**config.mk**
```make
export PLATFORM = sky130hd
export DESIGN_NAME = pipe_hazard_ctrl
export DESIGN_NICKNAME = d
export VERILOG_FILES = /design/src/rtl/pipe_ctrl_pkg.sv /design/src/rtl/hazard_perf_cnt.sv /design/src/rtl/pipe_hazard_ctrl.sv
export SDC_FILE = /design/constraint.sdc
export NUM_CORES = 1
export LEC_CHECK = 0
export CAP_MARGIN = 20
export CELL_PAD_IN_SITES_DETAIL_PLACEMENT = 0
export CELL_PAD_IN_SITES_GLOBAL_PLACEMENT = 1
export CORE_ASPECT_RATIO = 0.75
export CORE_MARGIN = 3
export CORE_UTILIZATION = 20
export CTS_CLUSTER_SIZE = 20
export DETAILED_ROUTE_END_ITERATION = 10
export GPL_ROUTABILITY_DRIVEN = 0
export PLACE_DENSITY = 0.9
export SLEW_MARGIN = 25
export SYNTH_ARGS = -nofsm -noshare
export SYNTH_HDL_FRONTEND = slang
export SYNTH_SLANG_ARGS = --single-unit
```
**constraint.sdc**
```tcl
create_clock -name clk_i -period 2.9 [get_ports clk_i]
set_input_delay 0.87 -clock clk_i [delete_from_list [all_inputs] [get_ports clk_i]]
set_output_delay 0.87 -clock clk_i [all_outputs]
set_load 0.05 [all_outputs]
```
**src/rtl/pipe_ctrl_pkg.sv**
```systemverilog
// -----------------------------------------------------------------------------
// pipe_ctrl_pkg
// Shared definitions for the pipeline hazard controller and the stage
// registers it drives:
//   - hz_state_e : controller FSM states (RUN / MEM_WAIT / MDU_WAIT)
//   - RA_W_DEF   : default register-address width
//   - CTL_*      : bit positions inside the packed per-stage control vector
// -----------------------------------------------------------------------------
package pipe_ctrl_pkg;

  typedef enum logic [1:0] {
    RUN      = 2'd0,
    MEM_WAIT = 2'd1,
    MDU_WAIT = 2'd2
  } hz_state_e;

  localparam int RA_W_DEF = 5;

  // Control-vector field positions. The stage registers decode the same
  // vector, so these positions must stay in step with them.
  localparam int CTL_PC_WRITE     = 0;
  localparam int CTL_IFID_WRITE   = 1;
  localparam int CTL_IF_FLUSH     = 2;
  localparam int CTL_IDEX_BUBBLE  = 3;
  localparam int CTL_IDEX_WRITE   = 4;
  localparam int CTL_EXMEM_WRITE  = 5;
  localparam int CTL_MEMWB_BUBBLE = 6;
  localparam int CTL_MDU_START    = 7;
  localparam int CTL_W            = 8;

endpackage

```
**src/rtl/hazard_perf_cnt.sv**
```systemverilog
// -----------------------------------------------------------------------------
// hazard_perf_cnt
// Saturating event counter used for the hazard controller's performance
// statistics. Only built when HAZARD_PERF_CNT_EN is defined; without the
// macro this file contributes no module, so nothing stray is elaborated.
// Ports:
//   clk   in  1  clock, rising edge
//   rst   in  1  asynchronous, active-high reset (count returns to 0)
//   inc   in  1  count this cycle
//   count out W  current count, holds at all-ones
// -----------------------------------------------------------------------------
`ifdef HAZARD_PERF_CNT_EN
module hazard_perf_cnt #(
  parameter int W = 32
) (
  input  logic         clk,
  input  logic         rst,
  input  logic         inc,
  output logic [W-1:0] count
);

  logic [W-1:0] count_reg;

  always_ff @(posedge clk or posedge rst) begin
    if (rst) begin
      count_reg <= '0;
    end else if (inc && (count_reg != '1)) begin
      count_reg <= count_reg + W'(1);
    end
  end

  assign count = count_reg;

endmodule
`endif

```
**src/rtl/pipe_hazard_ctrl.sv**
```systemverilog
// -----------------------------------------------------------------------------
// pipe_hazard_ctrl
// Central stall/flush controller for the 5-stage pipeline. Resolves slow
// memory freezes, multi-cycle MDU occupancy, load-use hazards and taken
// branch flushes into one prioritised set of per-stage controls
// (memory freeze > MDU stall > load-use stall > branch flush).
// All outputs are Mealy: combinational from state, mdu_cnt and inputs.
//
// Optional feature: define HAZARD_PERF_CNT_EN to build the stall-cycle and
// flush counters; otherwise stall_cycles_o / flush_count_o are tied to 0.
//
// Ports:
//   clk_i, rst_i            clock, asynchronous active-high reset
//   id_rs_i, id_rt_i        source registers of the ID instruction
//   id_uses_rt_i            ID instruction reads rt
//   id_mdu_op_i             ID instruction is a mul/div
//   id_branch_taken_i       branch resolved taken in ID
//   ex_memread_i, ex_rt_i   EX instruction is a load, and its destination
//   mem_req_i, mem_ack_i    slow-memory access in MEM and its completion
//   pc_write_o .. mdu_start_o  per-stage write enables / bubbles / flush
//   stall_cycles_o, flush_count_o  performance counters (optional)
// -----------------------------------------------------------------------------
module pipe_hazard_ctrl
  import pipe_ctrl_pkg::*;
#(
  parameter int MDU_LAT = 4,          // 1..15
  parameter int RA_W    = RA_W_DEF,
  parameter int PERF_W  = 32
) (
  input  logic              clk_i,
  input  logic              rst_i,
  input  logic [RA_W-1:0]   id_rs_i,
  input  logic [RA_W-1:0]   id_rt_i,
  input  logic              id_uses_rt_i,
  input  logic              id_mdu_op_i,
  input  logic              id_branch_taken_i,
  input  logic              ex_memread_i,
  input  logic [RA_W-1:0]   ex_rt_i,
  input  logic              mem_req_i,
  input  logic              mem_ack_i,
  output logic              pc_write_o,
  output logic              ifid_write_o,
  output logic              if_flush_o,
  output logic              idex_bubble_o,
  output logic              idex_write_o,
  output logic              exmem_write_o,
  output logic              memwb_bubble_o,
  output logic              mdu_start_o,
  output logic [PERF_W-1:0] stall_cycles_o,
  output logic [PERF_W-1:0] flush_count_o
);

  hz_state_e        state_reg, state_next;
  logic [3:0]       mdu_cnt_reg, mdu_cnt_next;
  logic             freeze, mdu_busy, load_use, mdu_issue;
  logic [CTL_W-1:0] ctl;

  assign freeze   = mem_req_i && !mem_ack_i;
  assign mdu_busy = (mdu_cnt_reg != 4'd0);

  // Register 0 is hard-wired, so a load "to" r0 never creates a hazard.
  assign load_use = ex_memread_i && (ex_rt_i != '0) &&
                    ((ex_rt_i == id_rs_i) || (id_uses_rt_i && (ex_rt_i == id_rt_i)));

  // An MDU op only issues from RUN; the MEM_WAIT exit cycle defers it by one
  // cycle so the op is re-evaluated once the pipeline is running again.
  assign mdu_issue = id_mdu_op_i && (state_reg == RUN) && !freeze && !load_use && !mdu_busy;

  // Per-stage control vector, highest-priority condition first.
  always_comb begin
    ctl = '0;
    if (rst_i) begin
      ctl[CTL_IDEX_BUBBLE]  = 1'b1;
      ctl[CTL_MEMWB_BUBBLE] = 1'b1;
    end else if (freeze) begin
      // Whole pipe holds; MEM/WB gets a bubble so WB does not repeat.
      ctl[CTL_MEMWB_BUBBLE] = 1'b1;
    end else if (mdu_busy || load_use) begin
      // Front end holds, a bubble enters EX, the back end drains.
      ctl[CTL_IDEX_BUBBLE]  = 1'b1;
      ctl[CTL_IDEX_WRITE]   = 1'b1;
      ctl[CTL_EXMEM_WRITE]  = 1'b1;
    end else begin
      ctl[CTL_PC_WRITE]     = 1'b1;
      ctl[CTL_IFID_WRITE]   = 1'b1;
      ctl[CTL_IDEX_WRITE]   = 1'b1;
      ctl[CTL_EXMEM_WRITE]  = 1'b1;
      ctl[CTL_IF_FLUSH]     = id_branch_taken_i;
      ctl[CTL_MDU_START]    = mdu_issue;
    end
  end

  assign pc_write_o     = ctl[CTL_PC_WRITE];
  assign ifid_write_o   = ctl[CTL_IFID_WRITE];
  assign if_flush_o     = ctl[CTL_IF_FLUSH];
  assign idex_bubble_o  = ctl[CTL_IDEX_BUBBLE];
  assign idex_write_o   = ctl[CTL_IDEX_WRITE];
  assign exmem_write_o  = ctl[CTL_EXMEM_WRITE];
  assign memwb_bubble_o = ctl[CTL_MEMWB_BUBBLE];
  assign mdu_start_o    = ctl[CTL_MDU_START];

  // mdu_cnt tracks real MDU occupancy, so it keeps counting through freezes.
  always_comb begin
    mdu_cnt_next = mdu_cnt_reg;
    if (mdu_issue) begin
      mdu_cnt_next = 4'(MDU_LAT - 1);
    end else if (mdu_busy) begin
      mdu_cnt_next = mdu_cnt_reg - 4'd1;
    end
  end

  always_comb begin
    state_next = state_reg;
    if (freeze) begin
      state_next = MEM_WAIT;
    end else begin
      case (state_reg)
        RUN: begin
          if (mdu_issue && (MDU_LAT > 1)) begin
            state_next = MDU_WAIT;
          end
        end
        // Ack cycle: resume MDU waiting only if the op outlives this cycle.
        MEM_WAIT: state_next = (mdu_cnt_reg > 4'd1) ? MDU_WAIT : RUN;
        MDU_WAIT: begin
          if (mdu_cnt_reg <= 4'd1) begin
            state_next = RUN;
          end
        end
        default:  state_next = RUN;
      endcase
    end
  end

  always_ff @(posedge clk_i or posedge rst_i) begin
    if (rst_i) begin
      state_reg   <= RUN;
      mdu_cnt_reg <= 4'd0;
    end else begin
      state_reg   <= state_next;
      mdu_cnt_reg <= mdu_cnt_next;
    end
  end

`ifdef HAZARD_PERF_CNT_EN
  hazard_perf_cnt #(.W(PERF_W)) u_stall_cnt (
    .clk   (clk_i),
    .rst   (rst_i),
    .inc   (!ctl[CTL_PC_WRITE] && !rst_i),
    .count (stall_cycles_o)
  );

  hazard_perf_cnt #(.W(PERF_W)) u_flush_cnt (
    .clk   (clk_i),
    .rst   (rst_i),
    .inc   (ctl[CTL_IF_FLUSH]),
    .count (flush_count_o)
  );
`else
  assign stall_cycles_o = '0;
  assign flush_count_o  = '0;
`endif

endmodule

```
After elaboration in Yosys (flattened, before gate mapping) --
Index checks and enable logic that the tools add are counted.
Storage, ports and cells: input port bits 23, output and inout port bits 72, register bits after elaboration 6
Operators by class: equality and inequality tests 6, add/sub/neg operators 1, mux-type cells 18, reduce and logical (&&, ||, !) cells 19, $lt $le $gt $ge 2
Operator list (number):
- $eq A5 B5 Y1 | 2
- $mux W2 | 5
- $logic_and A1 B1 Y1 | 8
- $mux W4 | 2
- $mux W1 | 7
- $mux W3 | 2
- $mux W6 | 1
- $ne A3 B3 Y1 const B | 2
- $pmux W2 S3 | 1
- $reduce_bool A5 Y1 | 1
- $gt A4 B1 Y1 const B | 1
- $le A4 B1 Y1 const B | 1
- $logic_not A1 Y1 | 4
- $reduce_bool A4 Y1 | 1
- $sub A4 B1 Y4 const B | 1
- $eq A2 B1 Y1 const B | 1
- $eq A2 B2 Y1 const B | 1
- $logic_not A2 Y1 | 1
- $logic_or A1 B1 Y1 | 2
- $reduce_and A2 Y1 | 1
- $reduce_bool A2 Y1 | 1

Logic depth before layout (Yosys ltp) --
word-level depth 10, gate-level depth with buffers 6, gate-level depth less buffers 6

Worst setup path after synthesis --
OpenSTA, ideal clock, no wires.
kind input to output, from input port mem_ack_i, to output port pc_write_o, required time 2030 ps, stages 6, arrival 3890 ps, slack -1860 ps, path through nand2b_1 -> inv_1 -> nor2_1 -> inv_1 -> nor3_1 -> buf_4
Between the ends: longest elaborated chain between the ends 4
Ends and longest elaborated chain:
- from (decl) | RTL line pipe_hazard_ctrl.sv:40 | input logic mem_ack_i,
- $logic_not A1 Y1 | RTL line pipe_hazard_ctrl.sv:58 | assign freeze = mem_req_i && !mem_ack_i;
- $logic_and A1 B1 Y1 | RTL line pipe_hazard_ctrl.sv:58
- $mux W6 | RTL line pipe_hazard_ctrl.sv:75 | end else if (freeze) begin
- $mux W3 | RTL line pipe_hazard_ctrl.sv:72 | if (rst_i) begin
- to (decl) | RTL line pipe_hazard_ctrl.sv:41 | output logic pc_write_o,
No other way between the ends.

Final worst setup path --
from input port ex_rt_i[2], to output port pc_write_o
Between the ends: longest elaborated chain between the ends 8
Ends and longest elaborated chain:
- from (decl) | RTL line pipe_hazard_ctrl.sv:38 | input logic [RA_W-1:0] ex_rt_i,
- $eq A5 B5 Y1 | RTL line pipe_hazard_ctrl.sv:63 | ((ex_rt_i == id_rs_i) || (id_uses_rt_i && (ex_rt_i == id_rt_i)));
- $logic_and A1 B1 Y1 | RTL line pipe_hazard_ctrl.sv:63
- $logic_or A1 B1 Y1 | RTL line pipe_hazard_ctrl.sv:63
- $logic_and A1 B1 Y1 * | RTL line pipe_hazard_ctrl.sv:62 | assign load_use = ex_memread_i && (ex_rt_i != '0) &&
- $logic_or A1 B1 Y1 * | RTL line pipe_hazard_ctrl.sv:78 | end else if (mdu_busy || load_use) begin
- $mux W3 * | RTL line pipe_hazard_ctrl.sv:78
- $mux W6 * | RTL line pipe_hazard_ctrl.sv:75
- $mux W3 * | RTL line pipe_hazard_ctrl.sv:72
Mark *: on every way between the ends. The rest lies on a longest branch, timed or not.

==> results <==
[final cells by class]
class	count	area share (%)
Clock buffer	3	2.79
Inverter	5	1.27
Multi-Input combinational cell	116	46.5
Sequential cell	6	10.2
Tap cell	57	4.83
Timing Repair Buffer	48	34.5
[metal layers]
metal,part of all wire [%],up-vias
met5,0,-
met2,54,41
met4,0,0
met3,11,0
met1,35,328
li1,-,387
[kinds of logic after synthesis]
kind of cell	share of synthesized area, %
buffers and inverters	50.1
AND/OR/NAND/NOR	15.6
XOR/XNOR	9.38
AO/OA/AOI/OAI	6.58
flip-flops	14.6
adder cells (fa/ha/maj)	2.44
other	0.365
multiplexers	0.974
[per-stage QoR]
step                hold WS [ns]  utilization, %  cells  setup TNS, ns
floorplan                  0.466               -    193          -1.51
finish                     0.502            31.4    235          -1.05
global route               0.518            31.4    235          -1.30
global placement           0.491            28.9    227          -2.81
CTS                        0.504            30.9    235          -1.26
detailed placement         0.490            28.9    227          -2.86
[worst max-delay path, stage by stage]
cell,delay (ns)
sky130_fd_sc_hd__buf_6,0.10
sky130_fd_sc_hd__or4_4,0.54
sky130_fd_sc_hd__o21ai_4,0.17
sky130_fd_sc_hd__nor2b_4,0.08
sky130_fd_sc_hd__buf_6,0.12
sky130_fd_sc_hd__nor3_4,0.21
sky130_fd_sc_hd__buf_12,0.18
[final timing paths]
check	start	end	slack, ns	cells past startpoint
setup / recovery	ex_rt_i[2]	pc_write_o	-0.24	7
hold / removal	mdu_cnt_reg[2]	mdu_cnt_reg[2]	0.50	1
setup reg to reg	mdu_cnt_reg[0]	mdu_cnt_reg[1]	1.25	5
hold reg to reg	mdu_cnt_reg[2]	mdu_cnt_reg[2]	0.50	1
max in group asynchronous	rst_i	mdu_cnt_reg[3]	1.65	3
min in group asynchronous	rst_i	state_reg[1]	1.13	3
[power groups by stage]
stage	clock (mW)	combinational, mW	sequential [mW]
5_1_grt	0.142	0.605	0.155
2_1_floorplan	0	0.486	0.145
6_report	0.127	0.561	0.150
4_1_cts	0.131	0.558	0.151
3_3_place_gp	0	0.548	0.150
3_5_place_dp	0	0.554	0.151
[synth_stat cells]
| master | instances |
|---|---|
| sky130_fd_sc_hd__or3_1 | 1 |
| sky130_fd_sc_hd__and3_1 | 1 |
| sky130_fd_sc_hd__xnor2_1 | 11 |
| sky130_fd_sc_hd__nand3_1 | 5 |
| sky130_fd_sc_hd__a21o_1 | 1 |
| sky130_fd_sc_hd__buf_4 | 66 |
| sky130_fd_sc_hd__o31ai_1 | 2 |
| sky130_fd_sc_hd__o311ai_1 | 1 |
| sky130_fd_sc_hd__o21ai_0 | 1 |
| sky130_fd_sc_hd__nor3_1 | 4 |
| sky130_fd_sc_hd__dfrtp_1 | 6 |
| sky130_fd_sc_hd__nand2_1 | 8 |
| sky130_fd_sc_hd__or4_4 | 1 |
| sky130_fd_sc_hd__nand2b_1 | 1 |
| sky130_fd_sc_hd__conb_1 | 1 |
| sky130_fd_sc_hd__o21ai_4 | 1 |
| sky130_fd_sc_hd__nor2_1 | 5 |
| sky130_fd_sc_hd__ha_1 | 2 |
| sky130_fd_sc_hd__mux2i_1 | 1 |
| sky130_fd_sc_hd__nand4_1 | 1 |
| sky130_fd_sc_hd__inv_1 | 5 |
| sky130_fd_sc_hd__o22ai_1 | 1 |
| sky130_fd_sc_hd__nor4_2 | 1 |
| sky130_fd_sc_hd__a2bb2oi_1 | 1 |
| sky130_fd_sc_hd__nor4b_1 | 1 |
| sky130_fd_sc_hd__nor2b_2 | 1 |
[what timing repair did]
item,in CTS,in global routing
gates resized for setup,37,12
hold buffers,0,0
endpoints found under the setup margin,5,6
buffers inserted,6,1
pin swaps,15,11
==> impl_metrics.py <==
metrics = {
    "detailed_routing": {
        "wirelength_per_cell_um": 8.69,
        "drt-initial-drc-count": 27,
        "route.antenna.remaining_nets": 0,
        "wl_um": 2040,
        "dr_total_vias": 756,
        "remaining_drc_errors": 0,
        "avgViaCountPerCell": 3.22,
        "drt_first_pass_iters": 4,
    },
    "synthesis": {
        "synthesis.instances": 130,
        "synth.ff_latch_count": 6,
        "syn_area_per_cell_um2": 7.90,
        "synth.area.top_cells": "sky130_fd_sc_hd__buf_4 (48%), sky130_fd_sc_hd__dfrtp_1 (15%), sky130_fd_sc_hd__xnor2_1 (9.4%), sky130_fd_sc_hd__nand2_1 (2.9%), sky130_fd_sc_hd__ha_1 (2.4%)",
        "synth_area_um2": 1030,
        "post_synth_top_area_cell": "sky130_fd_sc_hd__buf_4",
        "synth.yosys.warnings": 0,
        "ys_types": 26,
        "synth.yosys.seq_area_share_pct": 14.6,
        "fraction_of_post_synthesis_cell_area_in_the_top_cell_type_by_area_pct": 48.2,
    },
    "clock_network": {
        "cts_htree_levels": 1,
        "clk-insertion-delay-late_ns": 0.22,
        "clk_transition_reported_paths_ns": 0.04,
        "maximum_clock_insertion_buffer_count": 2,
        "cts.root.buffer_cell": "sky130_fd_sc_hd__clkbuf_8",
        "cts_made_buffers": 3,
        "clock-sinks": 6,
        "cts_tree": "done",
    },
    "global_route": {
        "grt.met1_usage_pct": 6.61,
        "grt.total_usage_pct": 6.24,
        "groute.layer.met3.usage_pct": 3.49,
        "pin_count_of_the_biggest_net_entering_global_routing": 9,
        "first_global_vias": 662,
        "antenna_found_initial": 0,
        "grt_first_pass_wirelength_um": 2800,
        "grt-busiest-layer": "met2",
        "grt_util_met2_pct": 10.7,
        "total_overflow_reported_by_the_global_router": 0,
    },
    "critical_path": {
        "crit_arrival_ns": 2.27,
        "endpoint_kind": "output port",
        "critPathLaunchType": "input pin",
        "critical_path_class": "input pin to output port",
        "data_required_time_at_the_worst_endpoint_ns": 2.03,
        "crit_fanout": 4,
    },
    "final_layout": {
        "most-common-layout-cells": "sky130_fd_sc_hd__conb_1 (64), sky130_fd_sc_hd__buf_4 (15), sky130_fd_sc_hd__xnor2_1 (10)",
        "antenna-diode-count": 0,
        "nets": 205,
        "layout.area.seq_um2": 150,
        "most_frequent_standard_cell_in_the_layout_excluding_fill_and_tap_cells": "sky130_fd_sc_hd__conb_1",
        "largest_register_ff_count": 4,
        "multi_input_area_um2": 687,
        "post_route_cells_drive_above_1_share_pct": 27.0,
        "fillCellCount": 487,
        "fin_area_um2": 1480,
        "synthToLayoutAreaGrowth_pct": 43.8,
    },
    "floorplanning": {
        "row_count": 21,
        "pin_count": 95,
        "fp.dieArea_um2": 6040,
        "area_of_the_core_um2": 4700,
        "die_h_um": 68.1,
        "initial_core_util_pct": 21.8,
        "chipWidth_um": 88.8,
    },
    "pwr": {
        "netSwitchingFraction_pct": 52.8,
        "worst_ir_drop_vdd_v": 0.000181,
        "pd_cells_nw_per_um2": 567,
        "total_switching_power_mw": 0.443,
        "power.leakage_nw": 0.735,
        "power.share.combinational_pct": 66.9,
        "totalPowerFinal_mw": 0.838,
        "power_frac_seq_pct": 18.0,
        "internal_power_mw": 0.395,
        "power_frac_clock_pct": 15.2,
    },
    "timing": {
        "finalSetupViolCount": 5,
        "fin_skew_ns": 0.00327,
        "final.period_utilization_pct": 108,
        "finalHoldViolations": 0,
        "report.final.slew_viol_count": 0,
        "final_critical_path_setup_slack_ns": -0.239,
        "rsz_0062_raised_after_global_routing": "true",
        "layout_min_cycle_time_ns": 3.14,
        "fmax_mhz": 319,
    },
    "job": {
        "max_cap_viol_count": 0,
    },
    "placement": {
        "place_area_um2": 1360,
        "detailed_place_hpwl_um": 1830,
        "place_worst_setup_slack_ns": -0.662,
        "port_buffers": 30,
    },
    "status": {
        "run_status": "finished with violations",
        "violations": "negative setup slack",
    },
    "min_path": {
        "timing.hold.worst.class": "flip-flop to flip-flop",
    },
}
Power figures use the tool's default switching activity.
